`config.mk`:
```
export PLATFORM = sky130hd
export DESIGN_NAME = float_divider_e4m3
export DESIGN_NICKNAME = d
export VERILOG_FILES = /design/src/rtl/float_divider_e4m3.sv
export SDC_FILE = /design/constraint.sdc
export NUM_CORES = 1
export LEC_CHECK = 0
export BUFFER_PORTS_ARGS = -buffer_cell sky130_fd_sc_hd__buf_2
export CAP_MARGIN = 20
export CORE_UTILIZATION = 51
export CTS_CLUSTER_DIAMETER = 60
export DETAILED_ROUTE_END_ITERATION = 16
export PLACE_DENSITY = 0.75
export SLEW_MARGIN = 10
export SYNTH_ARGS = -nofsm -noshare
export SYNTH_HDL_FRONTEND = slang
export SYNTH_SLANG_ARGS = --single-unit
```
`constraint.sdc`:
```
create_clock -name clock -period 2.8 [get_ports clock]
set_input_delay 0.56 -clock clock [delete_from_list [all_inputs] [get_ports clock]]
set_output_delay 0.56 -clock clock [all_outputs]
set_load 0.02 [all_outputs]
```
`src/rtl/float_divider_e4m3.sv`:
```
// Iterative e4m3 floating-point divider y = a / b: restoring mantissa divide
// at one quotient bit per cycle, then normalise, truncate, saturate or flush.
module float_divider_e4m3 #(
  parameter int EXP_W = 4,
  parameter int MAN_W = 3,
  parameter int BIAS  = 7
) (
  input  logic                   clock,
  input  logic                   reset_n,
  input  logic                   start,
  input  logic [EXP_W+MAN_W:0]   a,
  input  logic [EXP_W+MAN_W:0]   b,
  output logic [EXP_W+MAN_W:0]   y,
  output logic                   busy,
  output logic                   is_output_valid,
  output logic                   overflow,
  output logic                   underflow,
  output logic                   div_by_zero
);

  localparam int W  = 1 + EXP_W + MAN_W;
  localparam int QW = MAN_W + 2;
  localparam int CW = $clog2(QW);
  localparam int XW = EXP_W + 3;

  localparam logic [1:0] S_IDLE   = 2'd0;
  localparam logic [1:0] S_DIVIDE = 2'd1;
  localparam logic [1:0] S_NORM   = 2'd2;

  localparam logic signed [XW-1:0] L_BIAS = XW'(BIAS);
  localparam logic signed [XW-1:0] L_ONE  = XW'(1);
  localparam logic signed [XW-1:0] L_EMAX = XW'((1 << EXP_W) - 1);
  localparam logic [MAN_W-1:0]     L_MAN_SAT = ~MAN_W'(1);

  logic [1:0]       r_state;
  logic [CW-1:0]    r_cnt;
  logic [QW-1:0]    r_rem;
  logic [QW-1:0]    r_q;
  logic [MAN_W:0]   r_div;
  logic             r_sign;
  logic [EXP_W-1:0] r_ae;
  logic [EXP_W-1:0] r_be;
  logic [W-1:0]     r_y;
  logic             r_valid;
  logic             r_ovf;
  logic             r_udf;
  logic             r_dz;

  logic             w_sign;
  logic [EXP_W-1:0] w_a_e;
  logic [EXP_W-1:0] w_b_e;
  logic [MAN_W-1:0] w_a_m;
  logic [MAN_W-1:0] w_b_m;
  logic             w_ge;
  logic [QW-1:0]    w_rem_next;
  logic signed [XW-1:0] w_e_raw;
  logic signed [XW-1:0] w_e;
  logic [MAN_W-1:0] w_man;
  logic             w_ovf;
  logic             w_udf;

  always_comb begin
    w_sign = a[W-1] ^ b[W-1];
    w_a_e  = a[W-2:MAN_W];
    w_b_e  = b[W-2:MAN_W];
    w_a_m  = a[MAN_W-1:0];
    w_b_m  = b[MAN_W-1:0];
  end

  // R stays below 2*B after each step, so the shifted value never loses its MSB.
  always_comb begin
    w_ge       = (r_rem >= {1'b0, r_div});
    w_rem_next = w_ge ? ((r_rem - {1'b0, r_div}) << 1) : (r_rem << 1);
  end

  // One guard bit beyond the signed exponent catches raw wrap for any BIAS.
  always_comb begin
    w_e_raw = $signed({3'b000, r_ae}) - $signed({3'b000, r_be}) + L_BIAS;
    w_e     = r_q[QW-1] ? w_e_raw : (w_e_raw - L_ONE);
    w_man   = r_q[QW-1] ? r_q[MAN_W:1] : r_q[MAN_W-1:0];
    w_ovf   = (w_e >= L_EMAX);
    w_udf   = w_e[XW-1] || (w_e == '0);
  end

  always_ff @(posedge clock or negedge reset_n) begin
    if (!reset_n) begin
      r_state <= S_IDLE;
      r_cnt   <= '0;
      r_rem   <= '0;
      r_q     <= '0;
      r_div   <= '0;
      r_sign  <= 1'b0;
      r_ae    <= '0;
      r_be    <= '0;
      r_y     <= '0;
      r_valid <= 1'b0;
      r_ovf   <= 1'b0;
      r_udf   <= 1'b0;
      r_dz    <= 1'b0;
    end else begin
      case (r_state)
        S_IDLE: begin
          if (start) begin
            r_sign  <= w_sign;
            r_ae    <= w_a_e;
            r_be    <= w_b_e;
            r_div   <= {1'b1, w_b_m};
            r_rem   <= {1'b0, 1'b1, w_a_m};
            r_q     <= '0;
            r_cnt   <= '0;
            r_ovf   <= 1'b0;
            r_udf   <= 1'b0;
            if (w_b_e == '0) begin
              r_y     <= {w_sign, {(W-1){1'b1}}};
              r_dz    <= 1'b1;
              r_valid <= 1'b1;
            end else if (w_a_e == '0) begin
              r_y     <= {w_sign, {(W-1){1'b0}}};
              r_dz    <= 1'b0;
              r_valid <= 1'b1;
            end else begin
              r_dz    <= 1'b0;
              r_valid <= 1'b0;
              r_state <= S_DIVIDE;
            end
          end
        end
        S_DIVIDE: begin
          r_rem <= w_rem_next;
          r_q   <= {r_q[QW-2:0], w_ge};
          r_cnt <= r_cnt + 1'b1;
          if (r_cnt == CW'(QW-1)) r_state <= S_NORM;
        end
        S_NORM: begin
          if (w_ovf) begin
            r_y   <= {r_sign, {EXP_W{1'b1}}, L_MAN_SAT};
            r_ovf <= 1'b1;
          end else if (w_udf) begin
            r_y   <= {r_sign, {(W-1){1'b0}}};
            r_udf <= 1'b1;
          end else begin
            r_y   <= {r_sign, w_e[EXP_W-1:0], w_man};
          end
          r_valid <= 1'b1;
          r_state <= S_IDLE;
        end
        default: r_state <= S_IDLE;
      endcase
    end
  end

  assign y               = r_y;
  assign busy            = (r_state != S_IDLE);
  assign is_output_valid = r_valid;
  assign overflow        = r_ovf;
  assign underflow       = r_udf;
  assign div_by_zero     = r_dz;

endmodule

```
==> impl_results.html, run 1 <==
<table>
<tr><th>Metric</th><th>Value</th></tr>
<tr><th colspan="2">STA</th></tr>
<tr><td>Endpoints failing hold</td><td>0</td></tr>
<tr><td>Fin Clk Skew</td><td>0.00527 ns</td></tr>
<tr><td>Setup TNS</td><td>0 ns</td></tr>
<tr><td>Final worst path period share</td><td>between 90% and 100%</td></tr>
<tr><td>Final-layout worst hold slack</td><td>around 0.37 ns</td></tr>
<tr><td>Relative slew margins</td><td>41.6%</td></tr>
<tr><td>Tightest Pin Transition</td><td>slightly below 0.9 ns</td></tr>
<tr><td>Achievable Freq</td><td>0.366 GHz</td></tr>
<tr><td>RSZ-0062 raised after global routing</td><td>yes</td></tr>
<tr><td>Clock period minus worst slack</td><td>2.73 ns</td></tr>
<tr><td>Final Max Slew Viols</td><td>0</td></tr>
<tr><td>Setup Viol. Count Final</td><td>0</td></tr>
<tr><th colspan="2">Yosys</th></tr>
<tr><td>Sequential-to-total area share from yosys stat</td><td>between 40 and 50%</td></tr>
<tr><td>Total number of yosys warnings</td><td>0</td></tr>
<tr><td>Average instance area after synthesis</td><td>9.05 um2</td></tr>
<tr><td>Mapped cell area</td><td>approximately 2300 um2</td></tr>
<tr><td>Cell count after synthesis</td><td>253</td></tr>
<tr><td>Largest cells by area after synthesis</td><td>dfrtp_1, nand2_1, ha_1</td></tr>
<tr><td>Count of flip-flops with a built-in enable after synthesis</td><td>0</td></tr>
<tr><td>Distinct cells, synth</td><td>47</td></tr>
<tr><td>Top FF cell, synth</td><td>dfrtp_1</td></tr>
<tr><td>Area share of the largest cell type after synthesis</td><td>43.7%</td></tr>
<tr><td>Largest area contributor in the netlist</td><td>dfrtp_1</td></tr>
<tr><td>Post-synthesis async set-or-reset flop share</td><td>100%</td></tr>
<tr><td>Post-synth net total</td><td>286</td></tr>
<tr><td>Total of flip-flops plus latches after synthesis</td><td>40</td></tr>
<tr><th colspan="2">Global routing</th></tr>
<tr><td>Global-route wire length before repair</td><td>between 8000 and 9000 um</td></tr>
<tr><td>Overall overflow remaining after global route</td><td>0</td></tr>
<tr><td>Global Route Usage Sum</td><td>21.8%</td></tr>
<tr><td>Number of global-route vias before repair</td><td>around 1900</td></tr>
<tr><td>Antenna violations before repair</td><td>0</td></tr>
<tr><td>Maximum number of pins on one net before global-route repair</td><td>41</td></tr>
<tr><th colspan="2">Setup path</th></tr>
<tr><td>Largest delay contributor family on the critical path</td><td>adder cells</td></tr>
<tr><td>Arrival time of the worst setup path</td><td>2.89 ns</td></tr>
<tr><td>Standard cell with the maximum stage delay on the critical path</td><td>fa_2</td></tr>
<tr><td>Source of the worst register-to-register timing path</td><td>r_ae[0]</td></tr>
<tr><td>Cells along the critical path</td><td>inv_2 -&gt; ha_4 -&gt; inv_2 -&gt; fa_2 -&gt; inv_2 -&gt; ha_4 -&gt; xnor3_2 -&gt; and2_4 -&gt; a21oi_4 -&gt; nor4bb_2 -&gt; nor3b_2 -&gt; o21bai_1 -&gt; o221ai_1</td></tr>
<tr><td>Cell with the most instances on the worst path</td><td>inv_2</td></tr>
<tr><td>CP max stage delay</td><td>about 0.52 ns</td></tr>
<tr><td>Largest fanout on the critical path</td><td>6</td></tr>
<tr><td>Worst Setup Path Type</td><td>register to register</td></tr>
<tr><td>Required time of the critical path</td><td>2.96 ns</td></tr>
<tr><td>Count of buffer and inverter cells on the critical path</td><td>3</td></tr>
<tr><td>Setup crit end kind</td><td>register</td></tr>
<tr><td>Launching element of the worst setup path</td><td>r_ae[0]</td></tr>
<tr><td>Startpoint types</td><td>register</td></tr>
<tr><th colspan="2">Cells and area</th></tr>
<tr><td>Most common library cell in the layout ignoring fill and taps</td><td>nand2_1</td></tr>
<tr><td>Ant. Diodes</td><td>0</td></tr>
<tr><td>Number of fill cells in the layout</td><td>396</td></tr>
<tr><td>Fraction of final layout cells sized beyond drive strength 1</td><td>23.7%</td></tr>
<tr><td>Area growth from synthesis to layout</td><td>17.0%</td></tr>
<tr><td>Top library cells by usage in the layout, fill and taps aside</td><td>nand2_1, dfrtp_1, buf_2, nor2_1, o21ai_0</td></tr>
<tr><td>Nets</td><td>319</td></tr>
<tr><th colspan="2">Clock network</th></tr>
<tr><td>Max Buffers Root-to-Sink</td><td>2</td></tr>
<tr><td>TritonCTS Sinks</td><td>40</td></tr>
<tr><td>Number of CTS-inserted buffers</td><td>5</td></tr>
<tr><td>H-tree depth reported by CTS</td><td>2</td></tr>
<tr><td>Clock root buffer master</td><td>clkbuf_8</td></tr>
<tr><td>Reg clk slew, reported paths</td><td>0.08 ns</td></tr>
<tr><td>Hold buffer count at CTS</td><td>0</td></tr>
<tr><td>Clock tree from TritonCTS</td><td>yes</td></tr>
<tr><td>Worst skew pair latency</td><td>0.30 ns</td></tr>
<tr><th colspan="2">Floorplan</th></tr>
<tr><td>Vertical extent of the die</td><td>69.0 um</td></tr>
<tr><td>Initial core utilization</td><td>53.0%</td></tr>
<tr><td>Floorplan die area</td><td>4760 um2</td></tr>
<tr><td>Count of pins on the block boundary</td><td>32</td></tr>
<tr><td>Die span in x</td><td>69.0 um</td></tr>
<tr><td>Core region area</td><td>4320 um2</td></tr>
<tr><td>Standard-cell rows</td><td>24</td></tr>
<tr><th colspan="2">Placement</th></tr>
<tr><td>Final HPWL from detailed placement</td><td>3390 um</td></tr>
<tr><td>Weighted congestion at the end of routability-driven global placement</td><td>0.824</td></tr>
<tr><td>Count of input and output buffers</td><td>31</td></tr>
<tr><th colspan="2">Flow run</th></tr>
<tr><td># Max-Cap Violations</td><td>0</td></tr>
<tr><th colspan="2">Worst hold path</th></tr>
<tr><td>Class of the tightest hold or removal check</td><td>input port to asynchronous set/reset pin</td></tr>
<tr><th colspan="2">Run status</th></tr>
<tr><td>Result of the run</td><td>finished, final reports clean</td></tr>
<tr><th colspan="2">Routing</th></tr>
<tr><td>Via count</td><td>1852</td></tr>
<tr><td>Wire length per cell</td><td>13.8 um</td></tr>
<tr><td>Post-detailed-routing wire length</td><td>approximately 4700 um</td></tr>
<tr><td>Vias per cell</td><td>5.46</td></tr>
<tr><td>Remaining design rule violation count</td><td>0</td></tr>
<tr><td>Number of DRC markers in iteration 0</td><td>between 100 and 150</td></tr>
<tr><td>Number of antenna-violating nets in the routed design</td><td>0</td></tr>
<tr><td>Total iterations of the first detailed-routing run</td><td>4</td></tr>
</table>
-- final cells by class --
| type | instances | area, um2 | area share (%) |
|---|---|---|---|
| multi-input combinational | 186 | 1250 | 46.6 |
| sequential | 40 | 1000 | 37.4 |
| timing repair buffer | 36 | 193 | 7.19 |
| clock buffer | 6 | 72.6 | 2.71 |
| tap | 52 | 65.1 | 2.43 |
| inverter | 17 | 63.8 | 2.38 |
| clock inverter | 2 | 35.0 | 1.31 |
-- cell families (layout without fill, tap and decap cells) --
logic type | after synthesis | count (layout) | synth area share [%]
and+or+nand+nor | 101 | 101 | 20.0
AOI/OAI and AO/OA | 58 | 58 | 16.4
DFF | 40 | 40 | 43.7
buffers and inverters | 27 | 61 | 5.08
adders and majority gates | 14 | 14 | 8.31
xor gates and xnor gates | 9 | 9 | 4.70
muxes | 4 | 4 | 1.80
-- worst paths after layout --
check                      slack [ns]       end  cells after the start
max                              0.07      y[1]                     13
min                              0.37      y[4]                      1
max reg2reg                      0.07      y[1]                     13
min reg2reg                      0.47  r_div[3]                      2
max in group asynchronous        1.87   r_ae[1]                      1
min in group clock               0.46  r_div[0]                      3
-- through the flow --
stage / setup WS [ns] / util [%] / area (um2) / instances
2_1_floorplan: 0.133 / - / 2290 / 253
4_1_cts: -0.0176 / 60.9 / 2640 / 338
6_report: 0.0661 / 62.0 / 2680 / 339
3_5_place_dp: -0.0963 / 57.3 / 2480 / 329
5_1_grt: -0.0699 / 62.0 / 2680 / 339
3_3_place_gp: -0.000955 / 57.3 / 2480 / 329
-- synth_stat cells, drive strengths merged, types with 4 or more instances --
library cell,n
a21oi,6
a31oi,4
clkbuf,7
dfrtp,40
ha,12
inv,17
nand2,51
nand2b,4
nand4,4
nor2,26
o21ai,25
o22a,5
xnor2,4
-- layer usage --
metal	GRT usage, %	part of all wire (%)
met3	4.53	2.6
met5	0	0
met2	37.9	49
met4	7.03	1.2
met1	27.1	47
-- timing repair --
| action | CTS | global route |
|---|---|---|
| setup buffers | 1 | 1 |
| pin swaps | 8 | 10 |
| gates resized for setup | 11 | 9 |
| cloned | 0 | 0 |
| setup endpoints to repair | 7 | 9 |
-- sequential cells by signal, indices dropped and copies added (netlist names) --
register,count
r_div,4
overflow,1
div_by_zero,1
y,8
r_q,5
r_cnt,3
r_rem,5
r_sign,1
r_ae,4
is_output_valid,1
underflow,1
r_state,2
r_be,4
Power of run 1 is left out: the tool's default activity adds up to more than one toggle a clock period on the data nets, which glitch-free logic cannot reach.
==> run 2: changes to the inputs <==
==> constraint.sdc (replaced) <==
create_clock -name clock -period 2.8 [get_ports clock]
set_input_delay 0.14 -clock clock [delete_from_list [all_inputs] [get_ports clock]]
set_output_delay 0.14 -clock clock [all_outputs]
set_load 0.02 [all_outputs]
==> impl_results.html, run 2 (same netlist as run 1, synthesis figures left out) <==
<table>
<tr><th>Metric</th><th>Value</th></tr>
<tr><th colspan="2">STA</th></tr>
<tr><td>Clock period minus worst slack</td><td>2.78 ns</td></tr>
<tr><td>Setup TNS</td><td>0 ns</td></tr>
<tr><td>Final-layout worst hold slack</td><td>-0.0199 ns</td></tr>
<tr><td>Fin Clk Skew</td><td>0.00494 ns</td></tr>
<tr><td>Endpoints failing hold</td><td>40</td></tr>
<tr><td>Final worst path period share</td><td>99.3%</td></tr>
<tr><td>RSZ-0062 raised after global routing</td><td>yes</td></tr>
<tr><td>Tightest Pin Transition</td><td>0.901 ns</td></tr>
<tr><td>Relative slew margins</td><td>39.9%</td></tr>
<tr><td>Setup Viol. Count Final</td><td>0</td></tr>
<tr><td>Achievable Freq</td><td>0.360 GHz</td></tr>
<tr><td>Final Max Slew Viols</td><td>0</td></tr>
<tr><th colspan="2">Worst hold path</th></tr>
<tr><td>Class of the tightest hold or removal check</td><td>input port to asynchronous set/reset pin</td></tr>
<tr><th colspan="2">Placement</th></tr>
<tr><td>Count of input and output buffers</td><td>31</td></tr>
<tr><td>Final HPWL from detailed placement</td><td>3450 um</td></tr>
<tr><td>Cell total after placement</td><td>328</td></tr>
<tr><td>Weighted congestion at the end of routability-driven global placement</td><td>slightly above 0.8</td></tr>
<tr><th colspan="2">Clock network</th></tr>
<tr><td>Max Buffers Root-to-Sink</td><td>2</td></tr>
<tr><td>Hold buffer count at CTS</td><td>0</td></tr>
<tr><td>Reg clk slew, reported paths</td><td>0.07 ns</td></tr>
<tr><td>Worst skew pair latency</td><td>0.28 ns</td></tr>
<tr><td>TritonCTS Sinks</td><td>40</td></tr>
<tr><td>Clock tree from TritonCTS</td><td>yes</td></tr>
<tr><td>Clock root buffer master</td><td>clkbuf_8</td></tr>
<tr><td>H-tree depth reported by CTS</td><td>2</td></tr>
<tr><td>Number of CTS-inserted buffers</td><td>5</td></tr>
<tr><th colspan="2">Routing</th></tr>
<tr><td>Number of DRC markers in iteration 0</td><td>roughly 110</td></tr>
<tr><td>Uppermost layer routed</td><td>met4</td></tr>
<tr><td>Routed length on met3</td><td>roughly 150 um</td></tr>
<tr><td>Remaining design rule violation count</td><td>0</td></tr>
<tr><td>Total iterations of the first detailed-routing run</td><td>4</td></tr>
<tr><td>Via count</td><td>1861</td></tr>
<tr><td>Post-detailed-routing wire length</td><td>about 4800 um</td></tr>
<tr><td>Met1 Routed Length</td><td>2190 um</td></tr>
<tr><td>Vias per cell</td><td>5.49</td></tr>
<tr><td>Wire length per cell</td><td>14.0 um</td></tr>
<tr><td>Met2 layer wire length in the routed design</td><td>~2400 um</td></tr>
<tr><td>Number of antenna-violating nets in the routed design</td><td>0</td></tr>
<tr><th colspan="2">Setup path</th></tr>
<tr><td>Worst Setup Path Type</td><td>register to register</td></tr>
<tr><td>Standard cell with the maximum stage delay on the critical path</td><td>fa_2</td></tr>
<tr><td>Cells along the critical path</td><td>inv_2 -&gt; ha_4 -&gt; inv_1 -&gt; fa_2 -&gt; inv_2 -&gt; ha_4 -&gt; xnor3_1 -&gt; and2_4 -&gt; a21oi_4 -&gt; nor4bb_2 -&gt; nor3b_2 -&gt; o21bai_1 -&gt; o221ai_1</td></tr>
<tr><td>Largest fanout on the critical path</td><td>6</td></tr>
<tr><td>Startpoint types</td><td>register</td></tr>
<tr><td>Arrival time of the worst setup path</td><td>2.92 ns</td></tr>
<tr><td>Setup crit end kind</td><td>register</td></tr>
<tr><td>CP max stage delay</td><td>0.53 ns</td></tr>
<tr><td>Required time of the critical path</td><td>2.94 ns</td></tr>
<tr><th colspan="2">Cells and area</th></tr>
<tr><td>Fraction of final layout cells sized beyond drive strength 1</td><td>23.3%</td></tr>
<tr><td>Area growth from synthesis to layout</td><td>16.6%</td></tr>
<tr><td>Area of all sequential standard cells</td><td>1000 um2</td></tr>
<tr><td>Max reg flops</td><td>8</td></tr>
<tr><td>Ant. Diodes</td><td>0</td></tr>
<tr><td>Most common library cell in the layout ignoring fill and taps</td><td>nand2_1</td></tr>
<tr><td>Nets</td><td>320</td></tr>
<tr><td>Number of fill cells in the layout</td><td>~380</td></tr>
<tr><td>Multi-input gate area</td><td>1260 um2</td></tr>
<tr><td>Top library cells by usage in the layout, fill and taps aside</td><td>nand2_1, dfrtp_1, buf_2, nor2_1, o21ai_0</td></tr>
<tr><td>Post-Layout Cell Count</td><td>between 300 and 400</td></tr>
<tr><td>End-of-flow core utilization</td><td>approximately 62%</td></tr>
<tr><th colspan="2">Floorplan</th></tr>
<tr><td>Vertical extent of the die</td><td>69.0 um</td></tr>
<tr><td>Initial core utilization</td><td>roughly 53%</td></tr>
<tr><td>Standard-cell rows</td><td>24</td></tr>
<tr><td>Die span in x</td><td>69.0 um</td></tr>
<tr><td>Count of pins on the block boundary</td><td>32</td></tr>
<tr><td>Core region area</td><td>4320 um2</td></tr>
<tr><td>Floorplan die area</td><td>4760 um2</td></tr>
<tr><th colspan="2">Global routing</th></tr>
<tr><td>Overall overflow remaining after global route</td><td>0</td></tr>
<tr><td>Global-route wire length before repair</td><td>8010 um</td></tr>
<tr><td>Number of global-route vias before repair</td><td>1825</td></tr>
<tr><td>Antenna violations before repair</td><td>0</td></tr>
<tr><td>Maximum number of pins on one net before global-route repair</td><td>41</td></tr>
<tr><td>Global Route Usage Sum</td><td>20.8%</td></tr>
<tr><th colspan="2">Run status</th></tr>
<tr><td>Result of the run</td><td>complete, but fails checks</td></tr>
<tr><td>Failing checks</td><td>hold timing</td></tr>
<tr><th colspan="2">Flow run</th></tr>
<tr><td># Max-Cap Violations</td><td>0</td></tr>
</table>
[run 2: final timing paths]
| check | slack (ns) | cells after the start | from | endpoint |
|---|---|---|---|---|
| setup / recovery | 0.02 | 13 | r_ae[0] | y[1] |
| hold / removal | -0.02 | 1 | reset_n | y[5] |
| setup reg to reg | 0.02 | 13 | r_ae[0] | y[1] |
| hold reg to reg | 0.47 | 2 | r_div[3] | r_div[3] |
| max in group asynchronous | 2.26 | 1 | reset_n | r_rem[1] |
| min in group clock | 0.05 | 3 | b[0] | r_div[0] |
[run 2: per-layer routing]
metal | up-vias | global-route usage (%)
li1 | 928 | -
met1 | 898 | 27.2
met2 | 29 | 34.7
met3 | 6 | 4.53
met4 | 0 | 6.12
met5 | - | 0
[run 2: worst max-delay path: cells and delay by family, from the launching register on]
family                     cells  cell delay (ns)
and+or+nand+nor                3             0.61
xor gates and xnor gates       1             0.27
adders and majority gates      3             0.81
AOI/OAI and AO/OA              3             0.39
buffers and inverters          3             0.18
DFF                            1             0.38
[run 2: area by class of cell]
cell class              count  area share, %
inverters                  17           2.39
flip-flops and latches     40           37.5
multi-input cells         186           47.3
repair buffers             37           7.50
clock inverters             1          0.188
clock buffers               6           2.72
well taps                  52           2.44
[run 2: what timing repair did]
action / 4_1_cts / 5_1_grt
resized for setup: 8 / 12
endpoints found under the setup margin: 7 / 9
buffers inserted: 2 / 2
pin swaps: 5 / 8
[run 2: metrics by stage]
step	cell area, um2	worst slack (ns)
2_1_floorplan	2290	0.133
3_3_place_gp	2470	-0.000142
3_5_place_dp	2470	-0.0463
4_1_cts	2590	0.00620
5_1_grt	2670	-0.0666
6_report	2670	0.0188
Power of run 2 is left out for the same reason.
